`src/rtl/bus_pkg.sv`:
```
// Shared constants and helpers for bus multiplexing and priority encoding.
package bus_pkg;

    localparam int unsigned MODE_PRIORITY = 0;
    localparam int unsigned MODE_STRICT   = 1;

    localparam int unsigned DEF_WIDTH = 32;
    localparam int unsigned DEF_NSRC  = 24;

    // Helpers work on a fixed-width vector; callers zero-extend into it.
    localparam int unsigned MAX_NSRC  = 64;
    localparam int unsigned MAX_SEL_W = 6;

    // Index of the lowest set bit, 0 when the vector is empty.
    function automatic logic [MAX_SEL_W-1:0] lowest_set(input logic [MAX_NSRC-1:0] v);
        logic [MAX_SEL_W-1:0] idx;
        idx = '0;
        for (int i = MAX_NSRC - 1; i >= 0; i--) begin
            if (v[i]) begin
                idx = MAX_SEL_W'(i);
            end
        end
        return idx;
    endfunction

    // True when more than one bit is set: clearing the lowest set bit leaves something.
    function automatic logic multi_set(input logic [MAX_NSRC-1:0] v);
        return (v & (v - 1'b1)) != '0;
    endfunction

endpackage

```
`src/rtl/bus_prio_enc.sv`:
```
// Combinational priority encoder: lowest set index wins, plus empty and multi flags.
module bus_prio_enc
    import bus_pkg::*;
#(
    parameter int unsigned NSRC  = DEF_NSRC,
    parameter int unsigned SEL_W = (NSRC > 1) ? $clog2(NSRC) : 1
) (
    input  logic [NSRC-1:0]  en,
    output logic [SEL_W-1:0] sel,
    output logic             none,
    output logic             multi
);

    logic [MAX_NSRC-1:0] en_ext;

    // Widen the enable vector to the helper width and decode it.
    always_comb begin
        en_ext           = '0;
        en_ext[NSRC-1:0] = en;
        sel              = SEL_W'(lowest_set(en_ext));
        none             = (en == '0);
        multi            = multi_set(en_ext);
    end

endmodule

```
`src/rtl/bus_mux_reg.sv`:
```
// Registered bus multiplexer with override table, conflict flags and transfer counter.
module bus_mux_reg
    import bus_pkg::*;
#(
    parameter int unsigned WIDTH = DEF_WIDTH,
    parameter int unsigned NSRC  = DEF_NSRC,
    parameter int unsigned SEL_W = (NSRC > 1) ? $clog2(NSRC) : 1,
    parameter int unsigned MODE  = MODE_PRIORITY,
    parameter int unsigned CNT_W = 16
) (
    input  logic              clk,
    input  logic              clear,
    input  logic [NSRC-1:0]   src_en,
    input  logic [NSRC*WIDTH-1:0] src_data,
    input  logic              ovr_wr,
    input  logic              ovr_clr,
    input  logic [SEL_W-1:0]  ovr_idx,
    input  logic [WIDTH-1:0]  ovr_data,
    input  logic              conflict_ack,
    output logic [WIDTH-1:0]  bus_out,
    output logic              bus_valid,
    output logic [SEL_W-1:0]  bus_src,
    output logic              conflict,
    output logic              conflict_sticky,
    output logic [CNT_W-1:0]  xfer_count
);

    logic [SEL_W-1:0] sel;
    logic             none;
    logic             multi;
    logic             accept;
    logic [WIDTH-1:0] sel_val;
    logic [WIDTH-1:0] src_word [NSRC];

    logic [NSRC-1:0]  ovr_en_q;
    logic [WIDTH-1:0] ovr_val_q [NSRC];

    logic [WIDTH-1:0] bus_out_q;
    logic             bus_valid_q;
    logic [SEL_W-1:0] bus_src_q;
    logic             conflict_q;
    logic             sticky_q;
    logic [CNT_W-1:0] count_q;

    bus_prio_enc #(
        .NSRC  (NSRC),
        .SEL_W (SEL_W)
    ) u_enc (
        .en    (src_en),
        .sel   (sel),
        .none  (none),
        .multi (multi)
    );

    // Unpack the flattened source bus, pick the winner and apply any override.
    always_comb begin
        for (int i = 0; i < NSRC; i++) begin
            src_word[i] = src_data[i*WIDTH +: WIDTH];
        end
        accept  = !none && ((MODE == MODE_STRICT) ? !multi : 1'b1);
        sel_val = ovr_en_q[sel] ? ovr_val_q[sel] : src_word[sel];
    end

    // Override table; indices past the last source match no entry and are dropped.
    always_ff @(posedge clk) begin
        if (clear) begin
            for (int i = 0; i < NSRC; i++) begin
                ovr_en_q[i]  <= 1'b0;
                ovr_val_q[i] <= '0;
            end
        end else begin
            for (int i = 0; i < NSRC; i++) begin
                if (ovr_idx == SEL_W'(i)) begin
                    if (ovr_wr) begin
                        ovr_en_q[i]  <= 1'b1;
                        ovr_val_q[i] <= ovr_data;
                    end else if (ovr_clr) begin
                        ovr_en_q[i]  <= 1'b0;
                    end
                end
            end
        end
    end

    // Bus register: load on accept, otherwise hold data/source and drop valid.
    always_ff @(posedge clk) begin
        if (clear) begin
            bus_out_q   <= '0;
            bus_src_q   <= '0;
            bus_valid_q <= 1'b0;
        end else begin
            if (accept) begin
                bus_out_q <= sel_val;
                bus_src_q <= sel;
            end
            bus_valid_q <= accept;
        end
    end

    // Conflict pulse and sticky flag; a new conflict beats an acknowledge.
    always_ff @(posedge clk) begin
        if (clear) begin
            conflict_q <= 1'b0;
            sticky_q   <= 1'b0;
        end else begin
            conflict_q <= multi;
            if (multi) begin
                sticky_q <= 1'b1;
            end else if (conflict_ack) begin
                sticky_q <= 1'b0;
            end
        end
    end

    // Saturating count of accepted transfers.
    always_ff @(posedge clk) begin
        if (clear) begin
            count_q <= '0;
        end else if (accept && (count_q != '1)) begin
            count_q <= count_q + 1'b1;
        end
    end

    assign bus_out         = bus_out_q;
    assign bus_valid       = bus_valid_q;
    assign bus_src         = bus_src_q;
    assign conflict        = conflict_q;
    assign conflict_sticky = sticky_q;
    assign xfer_count      = count_q;

endmodule
```
`config.mk`:
```
export PLATFORM = sky130hd
export DESIGN_NAME = bus_mux_reg
export DESIGN_NICKNAME = d
export VERILOG_FILES = /design/src/rtl/bus_pkg.sv /design/src/rtl/bus_prio_enc.sv /design/src/rtl/bus_mux_reg.sv
export SDC_FILE = /design/constraint.sdc
export NUM_CORES = 2
export LEC_CHECK = 0
export BUFFER_PORTS_ARGS = -buffer_cell sky130_fd_sc_hd__buf_2
export CAP_MARGIN = 20
export CORE_ASPECT_RATIO = 0.8
export CORE_UTILIZATION = 35
export CTS_CLUSTER_DIAMETER = 60
export CTS_CLUSTER_SIZE = 25
export DETAILED_ROUTE_END_ITERATION = 12
export HOLD_SLACK_MARGIN = 0.05
export PLACE_DENSITY_LB_ADDON = 0.3
export SYNTH_ARGS = -nofsm -noshare
export SYNTH_HDL_FRONTEND = slang
export SYNTH_SLANG_ARGS = --single-unit
export TNS_END_PERCENT = 30
```
`constraint.sdc`:
```
create_clock -name clk -period 4.36 [get_ports clk]
set_clock_uncertainty 0.15 [all_clocks]
set_input_delay 0.872 -clock clk [delete_from_list [all_inputs] [get_ports clk]]
set_output_delay 0.872 -clock clk [all_outputs]
set_load 0.02 [all_outputs]
```
==> metrics.cfg <==
[place]
hpwl_microns=179000
postPlaceCellArea_sq_um=52100
place_congestion=1.06
portBuffers=889

[finish]
fin_nets=6156
fin_area_sq_um=55000
synthToLayoutAreaGrowth_pct=28.1
drive_gt1_share_pct=28.3
fillers=11584
final_core_util_pct=45.4

[route]
drt_first_iter_violations=7614
firstDrtPassIters=6
vias=43030
postRouteAntennaNets=0
vias_per_cell=6.11
postRouteWirelength_microns=242000
drc=0
avgRoutedWirePerCell_microns=34.3

[worst_setup_path]
r2r-start=ovr_en_q[17]
critical_path_arrival_ns=4.71
startpoint=src_en[5]
cp-end-kind=register
startpoint_type=input pin
critical_path.top_delay_family=compound AO/OA/AOI/OAI gates
required_ns=4.78
reg2reg_depth=8
path_cells=buf_2, or4_1, o221a_4, o32ai_4, a31oi_4, buf_12, buf_4, buf_4, a221o_1, o21ai_0, a31oi_1, a221o_1
cp_max_fo=18
crit_buf_inv=4
rrSetupSlack_ns=1.61
criticalPathCategory=input pin to register
critPathMaxStageDelay_ns=0.77
r2r_end=bus_out[11]
cp_slowest_cell=o21ai_0

[yosys]
synth_commonest_cells=835 x nand2_1, 768 x edfxtp_1, 631 x nor2_1
synth_top_area_share_pct=53.8
synthCells=4340
yosysUniqueCellTypes=75
yosysMostFrequentCell=nand2_1
syn_area_sq_um=42900
synthFlopType=edfxtp_1
synth.avg_cell_area_sq_um=9.88
synth_seq_cells=848
synth-seq-area-share_pct=57.5
synth-edff-count=768
postSynth.asyncResetShare_pct=0
yosys-top-cells-area=edfxtp_1 54%, nand2_1 7.3%, nor2_1 5.5%, dfxtp_1 3.7%, a221oi_1 3.1%
yosys_warnings=0
yosysTopAreaCell=edfxtp_1
synth_nets=5175

[power]
power_mw=20.4
p_leak_nw=21.6
power_density_nw_per_um2=371
ir_drop_mv=0.258

[grt]
grt_usage_pct=37.5
grt_max_degree=64
grt_pass1_vias=38792
antenna_found_initial=42
grt_pass1_wl_microns=322000
overflow=0

[run_status]
status=finished, final reports clean

[timing]
final_max_slew_viol_count=0
setup_viol=0
clock.fmax_mhz=233
hold_viol_final=0
slew_headroom_pct=18.2
rsz0062_at_grt=false
worst_pin_slew_ns=1.23
period_needed_ns=4.28
period_share_pct=98.3

[clock_network]
cts_tree=built
clock_path_buffers=3
numCtsBuffers=75
clk_root_buffer_cell=clkbuf_16
clkTransAtPathRegs_ns=0.08
clkSinkCount=848
htreeDepth=3
clkLatencyLatePin_ns=0.69

[die]
die_h_microns=315
die_w_microns=393
ios=890
dieArea_sq_um=124000
start_util_pct=35.4
rows=114
core_sq_um=121000

[flow_run]
drv_cap=0

[worst_hold_path]
worst_hold_path_type=register to register
worstHoldEndpoint=bus_out[17]
min_from=bus_out[17]
hold_depth=2

worst max path at each step:
| stage | endpoint | slack (ns) | cells after the start |
|---|---|---|---|
| 4_1_cts | bus_out[14] | 0.23 | 12 |
| 5_1_grt | bus_out[30] | 0.1 | 12 |
| 2_1_floorplan | bus_out[1] | 0.68 | 11 |
| 3_5_place_dp | bus_out[14] | -0.48 | 12 |
| 6_report | bus_out[15] | 0.08 | 12 |
| 3_3_place_gp | bus_out[14] | -0.46 | 12 |
cells by family (layout without fill, tap and decap cells):
family | after synthesis | after routing | synth area share [%]
AOI/OAI and AO/OA | 916 | 916 | 15.3
xor gates and xnor gates | 10 | 10 | 0.204
and+or+nand+nor | 1971 | 1971 | 19.6
muxes | 125 | 125 | 2.95
other | 0 | 35 | 0
DFF | 848 | 848 | 57.5
buffers and inverters | 466 | 1509 | 4.35
adders and majority gates | 4 | 4 | 0.0992
flip-flops by register name, indices dropped and copies added, names as in the netlist:
name             cells
bus_out             32
bus_src              5
bus_valid            1
conflict             1
conflict_sticky      1
ovr_en_q            24
ovr_val_q          768
xfer_count          16
where the power goes:
group          leakage [nW]  internal (mW)  switching, mW
sequential             8.00           9.36          0.183
clock                  1.33           3.65           3.77
combinational          12.2           1.14           2.27
total                  21.6           14.2           6.22
stage by stage:
stage                     hold WS (ns)  cells  setup slack [ns]  setup TNS (ns)
after floorplan                  0.299   4340             0.683               0
after detailed placement         0.293   6865            -0.476           -2.39
after global routing             0.340   7011            0.0974               0
final                            0.317   7042            0.0753               0
after CTS                        0.314   7004             0.229               0
after global placement           0.285   6865            -0.465           -2.04
layout make-up:
cell class / count / area, sq um / share of cell area (%)
Sequential cell: 848 / 24700 / 44.9
Multi-Input combinational cell: 3026 / 16600 / 30.3
Timing Repair Buffer: 1322 / 8590 / 15.6
Clock inverter: 61 / 832 / 1.51
Clock buffer: 78 / 1920 / 3.49
Inverter: 48 / 180 / 0.328
Tap cell: 1624 / 2030 / 3.70
Antenna cell: 35 / 87.6 / 0.159
metal layers:
metal,wire (microns),GRT usage (%)
met1,91100,49.9
met2,99200,52.9
met4,13700,17.6
met5,762,0
met3,36800,14.8
worst min-delay path, stage by stage, from the launching register on:
cell and delay (ns):
dfxtp_1 0.33, nand2_1 0.05, o221ai_1 0.05
cell usage in the layout (no fill, tap or decap), types with 17 or more instances in the layout:
cell type	n
diode_2	35
clkbuf_16	76
and3_1	52
a21oi_1	165
dfxtp_1	80
nand2_1	834
a311oi_1	45
nand3_1	224
a211oi_1	59
nand2b_1	58
a31oi_1	99
o21ai_0	162
o211ai_1	19
nor3b_1	21
edfxtp_1	768
buf_2	888
buf_4	361
a221oi_1	153
mux2i_1	113
inv_1	48
a32oi_1	17
nor2_1	623
nand4_1	49
buf_12	70
nor3_1	33
a221o_1	59
repair_timing:
action | CTS | global route
setup buffers | 0 | 0
setup endpoints to repair | 0 | 1
gates resized for setup | 0 | 1
hold buffers | 0 | 0
No activity file was read; power rests on OpenSTA's default activity.
